### config.mk
export PLATFORM = sky130hd
export DESIGN_NAME = data_mem_io
export DESIGN_NICKNAME = d
export VERILOG_FILES = /design/src/rtl/data_mem_io_pkg.sv /design/src/rtl/data_mem_io_sync_fifo.sv /design/src/rtl/data_mem_io.sv
export SDC_FILE = /design/constraint.sdc
export NUM_CORES = 2
export LEC_CHECK = 0
export CORE_ASPECT_RATIO = 2
export CORE_MARGIN = 10
export CORE_UTILIZATION = 60
export DETAILED_ROUTE_END_ITERATION = 16
export PLACE_DENSITY = 0.8
export SYNTH_ARGS = -nofsm -noshare
export SYNTH_HDL_FRONTEND = slang
export SYNTH_HIERARCHICAL = 1
export SYNTH_SLANG_ARGS = --single-unit
export TNS_END_PERCENT = 5
### constraint.sdc
create_clock -name clk -period 19.3 [get_ports clk]
set_clock_uncertainty 0.05 [all_clocks]
set_input_delay 3.86 -clock clk [delete_from_list [all_inputs] [get_ports clk]]
set_output_delay 3.86 -clock clk [all_outputs]
set_load 0.1 [all_outputs]
### src/rtl/data_mem_io_pkg.sv
// Shared definitions for the data-side memory stage:
// I/O register offsets, STATUS bit layout and decode regions.
package data_mem_io_pkg;

  localparam logic [31:0] IO_TXDATA = 32'd0;
  localparam logic [31:0] IO_STATUS = 32'd1;
  localparam logic [31:0] IO_CYCLES = 32'd2;

  localparam int OVF_BIT   = 31;
  localparam int FULL_BIT  = 11;
  localparam int EMPTY_BIT = 10;
  localparam int CNT_LSB   = 0;
  localparam int CNT_W     = 5;

  typedef enum logic [2:0] {
    REG_NONE,
    REG_RAM,
    REG_TX,
    REG_STAT,
    REG_CYC
  } region_t;

  function automatic logic [31:0] status_word(
    input logic             ovf,
    input logic             full,
    input logic             empty,
    input logic [CNT_W-1:0] cnt
  );
    logic [31:0] s;
    s = '0;
    s[OVF_BIT]   = ovf;
    s[FULL_BIT]  = full;
    s[EMPTY_BIT] = empty;
    s[CNT_LSB +: CNT_W] = cnt;
    return s;
  endfunction

endpackage

### src/rtl/data_mem_io_sync_fifo.sv
// Synchronous FIFO with push/pop gating; a push into a full FIFO
// is accepted only when a pop frees a slot in the same cycle.
module sync_fifo #(
  parameter int WIDTH = 32,
  parameter int DEPTH = 8,
  localparam int AW = $clog2(DEPTH),
  localparam int CW = AW + 1
) (
  input  logic             clk,
  input  logic             reset,
  input  logic             push,
  input  logic             pop,
  input  logic [WIDTH-1:0] wdata,
  output logic [WIDTH-1:0] rdata,
  output logic             full,
  output logic             empty,
  output logic             drop,
  output logic [CW-1:0]    count
);

  logic [WIDTH-1:0] mem [DEPTH];
  logic [AW-1:0]    wptr;
  logic [AW-1:0]    rptr;
  logic             do_push;
  logic             do_pop;

  assign empty   = (count == '0);
  assign full    = (count == CW'(DEPTH));
  assign do_pop  = pop && !empty;
  assign do_push = push && (!full || do_pop);
  assign drop    = push && !do_push;
  assign rdata   = mem[rptr];

  // Pointer, count and storage update; reset clears storage too
  always_ff @(posedge clk) begin
    if (reset) begin
      wptr  <= '0;
      rptr  <= '0;
      count <= '0;
      for (int i = 0; i < DEPTH; i++) mem[i] <= '0;
    end else begin
      if (do_push) begin
        mem[wptr] <= wdata;
        wptr      <= wptr + 1'b1;
      end
      if (do_pop) rptr <= rptr + 1'b1;
      count <= count + CW'(do_push) - CW'(do_pop);
    end
  end

endmodule

### src/rtl/data_mem_io.sv
// Data memory stage: word RAM plus memory-mapped output FIFO,
// FIFO status and free-running cycle counter.
module data_mem_io
  import data_mem_io_pkg::*;
#(
  parameter int          RAM_WORDS  = 32,
  parameter int          FIFO_DEPTH = 8,
  parameter logic [31:0] IO_BASE    = 32'hFFFF_FF00
) (
  input  logic        clk,
  input  logic        reset,
  input  logic [31:0] addr,
  input  logic [31:0] wdata,
  input  logic        we,
  output logic [31:0] rdata,
  output logic [31:0] out_data,
  output logic        out_valid,
  input  logic        out_ready
);

  localparam int AW = $clog2(RAM_WORDS);
  localparam int CW = $clog2(FIFO_DEPTH) + 1;

  logic [31:0] ram [RAM_WORDS];
  logic [31:0] cycles;
  logic        ovf;
  region_t     region;
  logic        f_full;
  logic        f_empty;
  logic        f_drop;
  logic [CW-1:0] f_count;
  logic [31:0] status;

  // Address decode into a single region
  always_comb begin
    region = REG_NONE;
    if (addr < 32'(RAM_WORDS))             region = REG_RAM;
    else if (addr == IO_BASE + IO_TXDATA)  region = REG_TX;
    else if (addr == IO_BASE + IO_STATUS)  region = REG_STAT;
    else if (addr == IO_BASE + IO_CYCLES)  region = REG_CYC;
  end

  sync_fifo #(
    .WIDTH(32),
    .DEPTH(FIFO_DEPTH)
  ) u_fifo (
    .clk   (clk),
    .reset (reset),
    .push  (we && region == REG_TX),
    .pop   (out_ready),
    .wdata (wdata),
    .rdata (out_data),
    .full  (f_full),
    .empty (f_empty),
    .drop  (f_drop),
    .count (f_count)
  );

  assign out_valid = !f_empty;
  assign status = status_word(ovf, f_full, f_empty,
                              CNT_W'(f_count));

  // Combinational load path
  always_comb begin
    rdata = '0;
    unique case (region)
      REG_RAM:  rdata = ram[addr[AW-1:0]];
      REG_STAT: rdata = status;
      REG_CYC:  rdata = cycles;
      default:  rdata = '0;
    endcase
  end

  // RAM store; reset clears every word
  always_ff @(posedge clk) begin
    if (reset) begin
      for (int i = 0; i < RAM_WORDS; i++) ram[i] <= '0;
    end else if (we && region == REG_RAM) begin
      ram[addr[AW-1:0]] <= wdata;
    end
  end

  // Sticky overflow: set on dropped push, cleared by STATUS write
  always_ff @(posedge clk) begin
    if (reset)                          ovf <= 1'b0;
    else if (we && region == REG_STAT)  ovf <= 1'b0;
    else if (f_drop)                    ovf <= 1'b1;
  end

  // Free-running cycle counter
  always_ff @(posedge clk) begin
    if (reset) cycles <= '0;
    else       cycles <= cycles + 32'd1;
  end

endmodule

# Yosys cells after proc, flatten, opt, wreduce, memory -nomap -nowiden
# Memory sizes are Yosys's and may differ from the RTL's. A register that Yosys moved wholly into a read port is not among the register bits.
# Cells that the tools add are included.
# op_classes
addsub	5
order_cmp	1
n_eq_ne	8
mux	21
n_reduce_logical	14
# ops
cell	n
32-bit == test, second input constant	3
32-bit case mux with 3 select lines	1
32-bit 2-to-1 mux	2
32-bit OR reduction	2
32-bit by 1-bit adder with 32-bit output, second input constant	1
32-bit by 6-bit < comparator with 1-bit output, second input constant	1
3-bit 2-to-1 mux	7
1-bit 2-to-1 mux	10
3-bit by 1-bit adder with 3-bit output, second input constant	2
3-bit by 2-bit == test with 1-bit output, second input constant	2
1-bit logical AND	6
5-bit 2-to-1 mux	1
4-bit by 1-bit adder with 4-bit output	1
4-bit == test, second input constant	1
4-bit logical NOT	1
4-bit by 1-bit subtractor with 4-bit output	1
3-bit by 1-bit == test with 1-bit output, second input constant	1
3-bit == test, second input constant	1
1-bit logical NOT	3
2-bit OR reduction	1
1-bit logical OR	1
# word_totals
reg_bits	43
mem_bits_rw	1280
in_bits	68
output_inout_bits	65
wordCells	56
memories	2
# memory_table
name	words	word_bits	read_ports	rd_ports_with_merged_regs	wr	line	rtl
ram	32	32	1	0	32	data_mem_io.sv:24	logic [31:0] ram [RAM_WORDS];
u_fifo.mem	8	32	1	1	8	data_mem_io_sync_fifo.sv:21	logic [WIDTH-1:0] mem [DEPTH];

# Depth between registers and ports, before layout
# depth
depth_word	13
ltp_mapped	13
mapped_depth_nobuf	11

# Modules after synthesis
# Netlist, hierarchy kept.
# modules_own_cells
module	instances	cells_per_inst	area_each_um2	seq_area_each_um2
data_mem_io	1	3171	48200.0	31410.1
sync_fifo	1	864	12081.6	7947.6

# Least setup slack after synthesis
# Ideal clock, no wire load.
# synth_timing
path_type	input to output
startpoint	in addr[13]
endpoint	out rdata[12]
arrival_ns	8.370
t_required_ns	15.390
path_slack_ns	7.020
path_stages	6
path_buffers	2
cell_sequence	or4_4 nor3_4 nand2_4 buf_6 buf_6 o41ai_1
# synth_between
elab_chain_cells	7
word_cells_on_any_way	12
cone_classes	1 x order compare; 6 x eq/ne; 5 x mux
# synth_lines
item	line	rtl
from (decl)	data_mem_io.sv:12	input logic [31:0] addr,
parallel branches: the longest is 4 deep, another holds 32-bit by 6-bit < comparator with 1-bit output	-	
3-bit 2-to-1 mux (*)	data_mem_io.sv:37	if (addr < 32'(RAM_WORDS)) region = REG_RAM;
3-bit == test (tied with other cells)	data_mem_io.sv:66	unique case (region)
32-bit case mux with 3 select lines (*)	data_mem_io.sv:66	
to (decl)	data_mem_io.sv:15	output logic [31:0] rdata,
# Every way passes the cells marked *.

# Worst setup path in the final report
# layout_timing
startpoint	in addr[1]
endpoint	out rdata[0]
# layout_between
elab_chain_cells	7
word_cells_on_any_way	13
cone_classes	1 x order compare; 6 x eq/ne; 5 x mux; 1 x memory
# layout_lines
item	line
parallel branches: the longest is 6 deep, another holds 32-bit by 6-bit < comparator with 1-bit output	-
32-bit case mux with 3 select lines (*)	data_mem_io.sv:66
# Marked as above.

==> key figures <==
Clock network
  • Clock sink count: 1,326
  • Number of resized instances in the post-cts repair step: 0
  • CTS tree: built
  • Largest buffer count on any clock path: 3
  • Reg clk slew, reported paths: 0.07 ns
  • Insertion delay to the later sink of the worst-skew pair: 0.76 ns
  • Total setup buffers inserted after CTS: 0
  • Number of hold buffers added after CTS: 0
  • Root Buffer Master: clkbuf_16
  • H-tree levels: 3
  • Number of clock buffers inserted by TritonCTS: 108

Placement
  • DP Wirelength: 103 mm
  • Final weighted congestion in routability-driven placement: 0.907
  • Placed Cells: 5,255
  • Placement-stage cell area: 62,700 sq um
  • Port-buffer cells: 132

Global routing
  • Antenna violations before repair: 13
  • Maximum number of pins on one net before global-route repair: 105
  • Via count of the first global-routing pass: 37,700
  • Sum of overflow across all layers after global routing: 0
  • GRT Util Overall: 0.318
  • Global-route wire length before repair: 259 mm

Yosys
  • Synth cell types: 69
  • Top post-synthesis cells by area: edfxtp_1 64%, mux4_2 12%, and2_1 11%
  • Portion of the post-synthesis area used by sequential elements: 0.653
  • Number of enable-type register cells in the synthesized netlist: 1,280
  • Synth top area share: 0.638
  • Post-Syn Area per Cell: 14.9 sq um
  • Primary flip-flop cell chosen by synthesis mapping: edfxtp_1
  • Netlist area before placement: 60,300 sq um
  • Synthesized Nets: 4,112
  • Synthesized flop and latch total: 1,326
  • Async set or reset register ratio after synthesis: 0
  • Number of warning messages in the yosys log: 6
  • Leading area contributor after synthesis: edfxtp_1
  • Synthesized netlist cell count: 4,035

Detailed routing
  • DRC: 0
  • Routed len/inst: 33.2 um
  • Vias per cell: 6.76
  • Pre-Repair DR Iteration Count: 12
  • Via count: 37,000
  • Total Routed Length: 181 mm
  • DRT iter0 DRCs: 5,705
  • Remaining antenna violation count after routing: 0

Final layout
  • Final #Nets: 4,114
  • Post-layout instance count excluding filler cells: 5,463
  • Post-route cell area: 66,200 sq um
  • Share of layout cells above drive strength 1: 0.176
  • Area added between synthesis and finish: 9.87%

STA
  • # setup viols final: 0
  • Final Max Tran Viols: 0
  • Slew at the pin with the worst max-slew slack: 1.45 ns
  • Final critical path time including I/O delays and setup: 13.00 ns
  • RSZ-0062 raised after global routing: false
  • FMAX: 76.9 MHz
  • Final hold violations: 0
  • Aggregate negative setup slack: 0 ns
  • Max transition margin: 0.0276
  • Final worst path period share: 0.673

Floorplan
  • Core footprint: 99,700 sq um
  • Die Area: 114,000 sq um
  • Horiz. Die Dim: 244 um
  • Height of the die: 468 um
  • Row count: 164
  • Initial Util: 0.604
  • Top-Level Pins: 133

Outcome
  • Run status: completed

Critical path
  • Critical path class: in2out
  • Max Fanout on Critical Path: 104
  • Endpoint class of the critical path: output pin
  • Critical path data arrival time: 9.09 ns
  • Critical path data required time: 15.39 ns
  • Setup crit start kind: input pin

Flow run
  • Maximum Capacitance Violations: 0

Power
  • Maximum resistive drop on vdd: 82.4 uV
  • Leakage: 22.3 nW
  • Power density over the cells: 96.6 nW/um^2
  • Overall power: 6.40 mW

Worst hold path
  • Kind of path behind the tightest hold check: reg2reg
-- per-stage QoR --
| step | utilization | hold WS [ns] | worst slack (ns) |
|---|---|---|---|
| after floorplan | - | 0.403 | 7.02 |
| after global placement | 0.629 | 0.401 | 6.75 |
| after detailed placement | 0.629 | 0.429 | 6.74 |
| after CTS | 0.664 | 0.438 | 6.74 |
| after global routing | 0.664 | 0.455 | 6.23 |
| final | 0.664 | 0.435 | 6.30 |
-- kinds of logic after synthesis --
| kind of cell | share of synthesized area |
|---|---|
| simple gates | 0.158 |
| xor+xnor | 0.00392 |
| fa+ha+maj | 0.00199 |
| compound gates | 0.0239 |
| buf+inv | 0.0287 |
| mux | 0.130 |
| flops | 0.653 |
-- cell usage after synthesis, drive strengths merged (19+ instances only) --
cell type	count
and2	1025
mux2i	43
dfxtp	46
nor2	385
a22o	21
nand2	92
edfxtp	1280
mux4	311
o21ai	20
mux2	36
nand3	19
nor2b	49
o22ai	72
or2	38
clkbuf	278
buf	84
-- per-layer routing --
| metal | up-vias | GRT usage | wire length, um |
|---|---|---|---|
| met5 | - | 0 | 34 |
| met4 | 6 | 0.240 | 15900 |
| met3 | 858 | 0.0754 | 21900 |
| met2 | 2979 | 0.523 | 88500 |
| met1 | 18400 | 0.356 | 54900 |
| li1 | 14800 | - | - |
-- state kept, by name (all words and copies together) (netlist names), named ones only --
signal,cells
u_fifo/count,4
u_fifo/mem,256
ovf,1
u_fifo/wptr,3
cycles,32
u_fifo/rptr,3
ram,1024
-- power by group --
group | internal [mW] | leakage (nW) | switching, mW | total (mW)
Combinational | 0.263 | 7.97 | 0.535 | 0.798
Clock | 1.21 | 1.72 | 1.04 | 2.25
Sequential | 3.29 | 12.6 | 0.0635 | 3.35
Total | 4.76 | 22.3 | 1.64 | 6.40
-- final cells by class --
class | count | area (sq um)
Inverter | 19 | 71.3
Fill cell | 6781 | 33500
Sequential cell | 1326 | 39400
Multi-Input combinational cell | 2328 | 19400
Clock buffer | 131 | 2830
Tap cell | 1328 | 1660
Antenna cell | 5 | 12.5
Clock inverter | 72 | 696
Timing Repair Buffer | 254 | 2240
-- critical path, cell delays in order --
cell	delay, ns
buf_8	0.70
buf_4	0.75
buf_4	0.75
mux4_2	0.34
o22ai_1	0.11
nor4b_1	1.09
a221o_1	0.23
clkdlybuf4s50_1	1.17
-- worst paths after layout --
| check | slack, ns | cells past startpoint | startpoint | end |
|---|---|---|---|---|
| min reg2reg | 0.43 | 2 | u_fifo/rptr[2] | register |
| max reg2reg | 15.84 | 5 | cycles[7] | cycles[31] |
| min | 0.43 | 2 | u_fifo/rptr[2] | register |
| max | 6.30 | 8 | addr[1] | rdata[0] |
-- placed cells by master (no fill, tap or decap), types with 18 or more instances in the layout --
master           netlist  final
a22o_1                21     21
buf_4                  9    122
dfxtp_1               46     43
clkinv_1               1     34
xnor2_1               18     18
clkbuf_16              0    108
mux2i_1               43     43
o22ai_1               72     72
nor2b_1               49     48
nor2_2                 0     32
and2_1              1025   1025
mux4_2               311    311
mux2_2                36     36
nor2_1               385    353
edfxtp_1            1280   1280
inv_1                 18     18
nand2_1               91     91
clkdlybuf4s50_1        0    126
or2_2                 38     37
clkbuf_1             182     19
No activity file was read; power rests on OpenSTA's default activity.
